### src/rtl/clk_div_multi.sv
// clk_div_multi -- NCH independent programmable clock dividers on clk50.
//
// Each channel counts 0..div while it runs. The cycle where the count wraps
// toggles clk_out on the next edge, so the clk_out period is 2*(div+1)
// cycles. A one-cycle pulse strobe fires on the edge after count == pulse_off,
// but only when pulse_off < div. The wrap wins over the pulse.
// In one-shot mode a channel runs a single 0..div count after each rising
// edge of en, then stays idle until en falls and rises again.
//
// Config handshake: a transfer happens on a rising clk50 edge where
// cfg_valid && cfg_ready. cfg_ready is combinational and equals the inverse
// of the target channel's pending flag. It is forced high for valid channels
// while rst_n is low, and it is forced low for cfg_ch >= NCH. The master must
// hold cfg_ch/cfg_div/cfg_pulse/cfg_mode stable while cfg_valid is high.
// An accepted config goes into a shadow set. The shadow set moves to the
// active set at the channel's next wrap, or on the next edge if the channel
// is not busy, so a period is never cut short or stretched mid-count.
//
// Ports:
//   clk50      in   single clock; all logic is on its rising edge
//   rst_n      in   synchronous active-low reset
//   en         in   per-channel run enable [NCH]
//   cfg_valid  in   config request
//   cfg_ready  out  config can be accepted (combinational)
//   cfg_ch     in   target channel
//   cfg_div    in   new divide value [CNT_W]
//   cfg_pulse  in   new pulse offset [CNT_W]
//   cfg_mode   in   0 = continuous, 1 = one-shot
//   clk_out    out  divided clocks, registered [NCH]
//   pulse      out  one-cycle strobes, registered [NCH]
//   busy       out  channel counting, registered [NCH]
module clk_div_multi #(
  parameter int NCH       = 4,
  parameter int CNT_W     = 24,
  parameter int DEF_DIV   = 12_500_000,
  parameter int DEF_PULSE = 12_400_000,
  localparam int CH_W     = (NCH > 1) ? $clog2(NCH) : 1
) (
  input  logic             clk50,
  input  logic             rst_n,
  input  logic [NCH-1:0]   en,
  input  logic             cfg_valid,
  output logic             cfg_ready,
  input  logic [CH_W-1:0]  cfg_ch,
  input  logic [CNT_W-1:0] cfg_div,
  input  logic [CNT_W-1:0] cfg_pulse,
  input  logic             cfg_mode,
  output logic [NCH-1:0]   clk_out,
  output logic [NCH-1:0]   pulse,
  output logic [NCH-1:0]   busy
);

  localparam logic [CNT_W-1:0] DIV_RST  = CNT_W'(DEF_DIV);
  localparam logic [CNT_W-1:0] POFF_RST = CNT_W'(DEF_PULSE);

  logic [NCH-1:0][CNT_W-1:0] cnt_q, cnt_d;
  logic [NCH-1:0][CNT_W-1:0] div_q, div_d, poff_q, poff_d;
  logic [NCH-1:0][CNT_W-1:0] sdiv_q, sdiv_d, spoff_q, spoff_d;
  logic [NCH-1:0] mode_q, mode_d, smode_q, smode_d, pend_q, pend_d;
  logic [NCH-1:0] clk_q, clk_d, pulse_q, pulse_d, busy_q, busy_d, en_q, en_d;

  logic [NCH-1:0] running, wrap, rise;
  logic           xfer;

  // A channel advances only while it is already busy and still enabled.
  // The cycle en rises loads count 0, and counting starts on the next edge.
  assign running = busy_q & en;
  assign rise    = en & ~en_q;
  assign en_d    = en;

  for (genvar g = 0; g < NCH; g++) begin : g_wrap
    assign wrap[g] = running[g] & (cnt_q[g] == div_q[g]);
  end

  // Scan the channels instead of indexing pending directly, so an out-of-range
  // cfg_ch simply matches nothing and reads as not ready.
  always_comb begin
    cfg_ready = 1'b0;
    for (int i = 0; i < NCH; i++) begin
      if (32'(cfg_ch) == i) cfg_ready = ~rst_n | ~pend_q[i];
    end
  end

  assign xfer = cfg_valid & cfg_ready;

  always_comb begin
    cnt_d   = cnt_q;
    clk_d   = clk_q;
    pulse_d = '0;
    busy_d  = busy_q;
    div_d   = div_q;
    poff_d  = poff_q;
    mode_d  = mode_q;
    sdiv_d  = sdiv_q;
    spoff_d = spoff_q;
    smode_d = smode_q;
    pend_d  = pend_q;
    for (int i = 0; i < NCH; i++) begin
      if (!en[i]) begin
        cnt_d[i] = '0;
        clk_d[i] = 1'b0;
        busy_d[i] = 1'b0;
      end else begin
        if (running[i]) begin
          if (wrap[i]) begin
            cnt_d[i] = '0;
            clk_d[i] = ~clk_q[i];
          end else begin
            cnt_d[i]   = cnt_q[i] + 1'b1;
            pulse_d[i] = (cnt_q[i] == poff_q[i]) && (poff_q[i] < div_q[i]);
          end
        end
        // One-shot: busy on an en rise, held until the wrap. Continuous: busy
        // simply follows en one cycle later.
        if (mode_q[i]) busy_d[i] = rise[i] | (busy_q[i] & ~wrap[i]);
        else           busy_d[i] = 1'b1;
      end
      // Shadow-to-active swap only at period boundaries or while idle. A
      // transfer in this same cycle cannot collide with this swap, because a
      // transfer needs pending to be clear.
      if (pend_q[i] && (wrap[i] || !busy_q[i])) begin
        div_d[i]  = sdiv_q[i];
        poff_d[i] = spoff_q[i];
        mode_d[i] = smode_q[i];
        pend_d[i] = 1'b0;
      end
      if (xfer && (32'(cfg_ch) == i)) begin
        sdiv_d[i]  = cfg_div;
        spoff_d[i] = cfg_pulse;
        smode_d[i] = cfg_mode;
        pend_d[i]  = 1'b1;
      end
    end
  end

  always_ff @(posedge clk50) begin
    if (!rst_n) begin
      for (int i = 0; i < NCH; i++) begin
        cnt_q[i]   <= '0;
        div_q[i]   <= DIV_RST;
        poff_q[i]  <= POFF_RST;
        sdiv_q[i]  <= DIV_RST;
        spoff_q[i] <= POFF_RST;
      end
      mode_q  <= '0;
      smode_q <= '0;
      pend_q  <= '0;
      clk_q   <= '0;
      pulse_q <= '0;
      busy_q  <= '0;
      en_q    <= '0;
    end else begin
      cnt_q   <= cnt_d;
      div_q   <= div_d;
      poff_q  <= poff_d;
      sdiv_q  <= sdiv_d;
      spoff_q <= spoff_d;
      mode_q  <= mode_d;
      smode_q <= smode_d;
      pend_q  <= pend_d;
      clk_q   <= clk_d;
      pulse_q <= pulse_d;
      busy_q  <= busy_d;
      en_q    <= en_d;
    end
  end

  assign clk_out = clk_q;
  assign pulse   = pulse_q;
  assign busy    = busy_q;

endmodule

### config.mk
export PLATFORM = sky130hd
export DESIGN_NAME = clk_div_multi
export DESIGN_NICKNAME = d
export VERILOG_FILES = /design/src/rtl/clk_div_multi.sv
export SDC_FILE = /design/constraint.sdc
export NUM_CORES = 1
export LEC_CHECK = 0
export ABC_AREA = 1
export CORE_ASPECT_RATIO = 1.25
export CORE_MARGIN = 2
export CORE_UTILIZATION = 60
export CTS_CLUSTER_DIAMETER = 50
export DETAILED_ROUTE_END_ITERATION = 6
export PLACE_DENSITY = 0.81
export SLEW_MARGIN = 20
export SYNTH_ARGS = -nofsm -noshare
export SYNTH_HDL_FRONTEND = slang
export SYNTH_SLANG_ARGS = --single-unit
export TNS_END_PERCENT = 1
### constraint.sdc
create_clock -name clk50 -period 5 [get_ports clk50]
set_input_delay 0.5 -clock clk50 [delete_from_list [all_inputs] [get_ports clk50]]
set_output_delay 0.5 -clock clk50 [all_outputs]
set_load 0.02 [all_outputs]
# == After elaboration in Yosys (flattened, before gate mapping) ==
# Cells that the tools add are included.
# classes
n_addsub,4
n_lt_le_gt_ge,4
eq_ne,11
mux,20
n_bitwise,41
reduce_logical,37
# op_table
operator,count
24-bit equality test,8
"24-bit by 1-bit adder with 24-bit output, second input constant",4
24-bit < comparator,4
24-bit 2-to-1 mux,4
1-bit NOT,21
1-bit 2-to-1 mux,16
2-bit AND reduction,8
4-bit OR reduction,4
1-bit logical AND,12
1-bit bitwise AND,9
4-bit bitwise AND,2
1-bit bitwise OR,8
2-bit nonzero test,4
"2-bit equality test, second input constant",2
1-bit logical NOT,4
1-bit logical OR,4
4-bit NOT,1
"2-bit by 1-bit equality test with 1-bit output, second input constant",1
2-bit logical NOT,1
# word_totals
reg_bits,508
out_inout_bits,13
elab_cells,162

# == Longest topological paths before layout ==
# depth
word_depth,9
ltp_mapped,13

# == Worst setup path before layout ==
# OpenSTA, ideal clock, no wires.
# synth_timing
path_type,input-to-reg
from,input cfg_ch[1]
to,register sdiv_q[0] (netlist name)
setup_ps,128
arrival_ps,1765
required_ps,4872
path_slack_ps,3107
stages,10
cell_sequence,inv_1 nand2_1 inv_1 nand2_1 nand4_1 nand2_1 nand3_1 clkbuf_1 clkbuf_1 a21oi_1
# synth_via
elab_chain_len,7
# synth_rtl
item,line,source
"start, declared",44,"input logic [CH_W-1:0] cfg_ch,"
2-bit logical NOT,80,if (32'(cfg_ch) == i) cfg_ready = ~rst_n | ~pend_q[i];
1-bit 2-to-1 mux (3 in series),80,
1-bit 2-to-1 mux *,80,
named net cfg_ready,43,"output logic cfg_ready,"
1-bit bitwise AND *,84,assign xfer = cfg_valid & cfg_ready;
1-bit logical AND *,127,if (xfer && (32'(cfg_ch) == i)) begin
"end signal, assigned",156,sdiv_q <= sdiv_d;
"end, declared",58,"logic [NCH-1:0][CNT_W-1:0] sdiv_q, sdiv_d, spoff_q, spoff_d;"
# The timed path passes the listed nets; every way through them passes the cells marked *.
# A chain may end at the register's enable or synchronous reset.

# == Worst setup path in the final report ==
# layout_timing
from,register cnt_q[43] (netlist name)
to,register poff_q[36] (netlist name)
# layout_via
elab_chain_len,4
# layout_rtl
item,line,source
"start, declared",56,"logic [NCH-1:0][CNT_W-1:0] cnt_q, cnt_d;"
"start signal, assigned",153,cnt_q <= cnt_d;
24-bit equality test,72,assign wrap[g] = running[g] & (cnt_q[g] == div_q[g]);
1-bit bitwise AND,72,
1-bit logical OR,121,if (pend_q[i] && (wrap[i] || !busy_q[i])) begin
1-bit logical AND,121,
"end signal, assigned",155,poff_q <= poff_d;
"end, declared",57,"logic [NCH-1:0][CNT_W-1:0] div_q, div_d, poff_q, poff_d;"
# Every way passes these cells.

==> metrics.json <==
{
  "status": "finished, final reports clean",
  "reg2regPathDepth": 11,
  "grt_antenna_before_repair": 0,
  "buffer_ports.inserted": 70,
  "cts.repair.resized": 0,
  "rsz0062_at_grt": "false",
  "clkSlewWorstSetupHoldPaths_ns": 0.06,
  "highest_count_cells_in_the_layout_ignoring_fill_and_taps": "sky130_fd_sc_hd__nand2_1 (842), sky130_fd_sc_hd__dfxtp_1 (504), sky130_fd_sc_hd__nand3_1 (475)",
  "layout.nets": 3643,
  "p_leak_nw": 11.93,
  "hold_class": "in2reg",
  "cell_area_after_synthesis_um2": 24500,
  "r2r_start": "cnt_q[43]",
  "cts_tree": "built",
  "die_area_um2": 42480,
  "holdCritStartpoint": "rst_n",
  "post_synth_num_cell_types": 36,
  "average_cell_area_after_synthesis_um2": 6.940,
  "worst_skew_pair.late_latency_ns": 0.61,
  "grt_first_pass_wirelength_um": 110600,
  "cts_setup_buffers": 0,
  "vdd_ir_drop_max_v": 0.0002925,
  "ys_seq_area_share_pct": 41.50,
  "clkPwrFrac_pct": 44.5,
  "grt_start_max_net_pins": 230,
  "remaining_drc_errors": 0,
  "grt_overflow": 0,
  "cts-root-buf": "sky130_fd_sc_hd__clkbuf_16",
  "final_layout_size_suffix_gt1_share_pct": 3.515,
  "start_util_pct": 60.93,
  "wl_per_cell_um": 17.22,
  "report.final.hold_viol_count": 0,
  "grt_usage_pct": 32.83,
  "std_cell_rows": 82,
  "fin_util_pct": 67.30,
  "finalSetupTns_ns": 0,
  "max_slew.worst_pin.slew_ns": 0.9060,
  "ys_ff_latch": 508,
  "postLayoutCellArea_um2": 27070,
  "crit_required_ns": 5.45,
  "timing.max_slew.rel_slack_pct": 39.60,
  "sw_share_pct": 24.89,
  "crit-reg2reg-capture": "poff_q[36]",
  "floorplan.io_pins": 71,
  "cts_max_path_buffers": 3,
  "clock-skew-final_ns": 0.01761,
  "power_per_cell_area_nw_per_um2": 336.7,
  "timing.critical_path.fanout_max": 40,
  "upper_clock_frequency_limit_mhz": 334.9,
  "via_count_of_the_first_global_routing_pass": 21060,
  "switchingPower_mw": 2.268,
  "drtAntennaViolNets": 0,
  "setup_viol": 0,
  "via_count": 22800,
  "layout_commonest_cell": "sky130_fd_sc_hd__nand2_1",
  "cts_inserted_buffers": 49,
  "synth.largest_area_cell": "sky130_fd_sc_hd__dfxtp_1",
  "period_needed_ns": 2.986,
  "synthDominantCellAreaShare_pct": 41.50,
  "synthesis.yosys.warnings": 0,
  "p_int_mw": 6.846,
  "floorplan.die.height_um": 229.9,
  "finalMaxSlewViolations": 0,
  "dr.pass1.iters": 6,
  "syn_inst": 3531,
  "timing.critical_path.arrival_ns": 3.43,
  "min_delay_path_depth": 2,
  "r2r_slack_ns": 2.01,
  "worst_hold_path_endpoint": "div_q[5]",
  "area_growth_syn_to_layout_pct": 10.47,
  "seqPwrFrac_pct": 47.2,
  "netlist_top_cells_area": "sky130_fd_sc_hd__dfxtp_1 (42%), sky130_fd_sc_hd__nand2_1 (13%), sky130_fd_sc_hd__nand3_1 (9.8%)",
  "max_cap_violations": 0,
  "dpl_cell_area_um2": 25290,
  "mappedNetlistNets": 3685,
  "routabilityCongestion": 0.9601,
  "setup.worst_path.end_class": "flop",
  "htree_levels": 2,
  "drt_iter0_markers": 2048,
  "critPathKind": "reg2reg",
  "floorplan.die.width_um": 184.8,
  "cts-hold-fix-buffers": 0,
  "totalWireLength_um": 70150,
  "numClockSinks": 508,
  "core_region_area_um2": 40220,
  "start_kind": "flop",
  "hpwl_um": 49320,
  "finalCritPeriodShare_pct": 59.71,
  "vias_per_cell": 5.597,
  "critical_path_startpoint": "cnt_q[43]",
  "power.combinational.fraction_pct": 8.3,
  "antenna-diode-count": 0
}
stage by stage:
step	setup WS, ns	cells	power (mW)	hold WS, ns
final	2.014	4074	9.115	0.3304
after floorplan	3.107	3531	4.865	0.4074
after CTS	2.045	4074	9.130	0.3495
after detailed placement	1.508	3984	5.121	0.4219
after global placement	1.600	3984	5.097	0.4174
after global routing	1.684	4074	9.407	0.3760
state kept, by name, indices dropped and copies added (netlist names):
register	cells
busy	4
clk_out	4
cnt_q	96
div_q	96
en_q	4
mode_q	4
pend_q	4
poff_q	96
pulse	4
sdiv_q	96
smode_q	4
spoff_q	96
worst max-delay path, stage by stage, from the launching register on:
cell and delay [ns]:
sky130_fd_sc_hd__dfxtp_1 0.42, sky130_fd_sc_hd__inv_1 0.13, sky130_fd_sc_hd__nand2_1 0.09, sky130_fd_sc_hd__nand2_1 0.06, sky130_fd_sc_hd__nor2_1 0.11, sky130_fd_sc_hd__nand3_1 0.16
sky130_fd_sc_hd__nor2_1 0.16, sky130_fd_sc_hd__nand3_1 0.17, sky130_fd_sc_hd__nand2_2 0.59, sky130_fd_sc_hd__nand2_1 0.63, sky130_fd_sc_hd__nand2_1 0.21, sky130_fd_sc_hd__nand3_1 0.08
power by group through the flow:
stage                     Combinational (mW)  Clock, mW  Sequential, mW
after global routing                   0.844       4.25            4.31
final                                  0.753       4.06            4.30
after global placement                 0.713          0            4.38
after CTS                              0.743       4.09            4.30
after floorplan                        0.518          0            4.35
after detailed placement               0.734          0            4.39
Yosys cell counts, drive strengths merged:
library cell  instances
a211oi               11
a21oi               265
a22oi                 1
a31oi                 9
and2                  1
and3                  2
buf                  39
clkbuf              139
dfxtp               508
ha                   96
inv                 392
nand2               846
nand3               480
nand3b                1
nand4                18
nor2                329
nor3                 56
nor3b                16
nor4                 12
o2111ai               1
o211ai                6
o21a                  1
o21ai               179
o21bai                1
o22ai                 8
or2                   8
xnor2                53
xor2                 53
kinds of logic after synthesis:
| logic type | after synthesis | share of synthesized area (%) |
|---|---|---|
| AND/OR/NAND/NOR | 1769 | 30.57 |
| buffers and inverters | 570 | 9.089 |
| flip-flops | 508 | 41.50 |
| AO/OA/AOI/OAI | 482 | 10.15 |
| XOR/XNOR | 106 | 3.789 |
| adder cells (fa/ha/maj) | 96 | 4.902 |
cell type report:
type / instances / area [um2]
Clock inverter: 27 / 385.4
Inverter: 392 / 1471
Tap cell: 546 / 683.2
Sequential cell: 508 / 10170
Fill cell: 3475 / 13150
Clock buffer: 63 / 1391
Multi-Input combinational cell: 2453 / 12130
Timing Repair Buffer: 85 / 830.8
worst max-delay path by stage:
| stage | end | slack [ns] | cells after the start |
|---|---|---|---|
| after CTS | poff_q[36] | 2.04 | 11 |
| after detailed placement | poff_q[36] | 1.51 | 12 |
| after floorplan | sdiv_q[0] | 3.11 | 10 |
| final | poff_q[36] | 2.01 | 11 |
| after global routing | poff_q[36] | 1.68 | 11 |
| after global placement | div_q[39] | 1.60 | 12 |
per-layer routing:
layer,GRT usage (%),wire [um]
met1,41.85,29170
met2,53.16,32290
met3,4.340,4176
met4,19.20,4507
met5,0,0
Power figures use the tool's default switching activity.
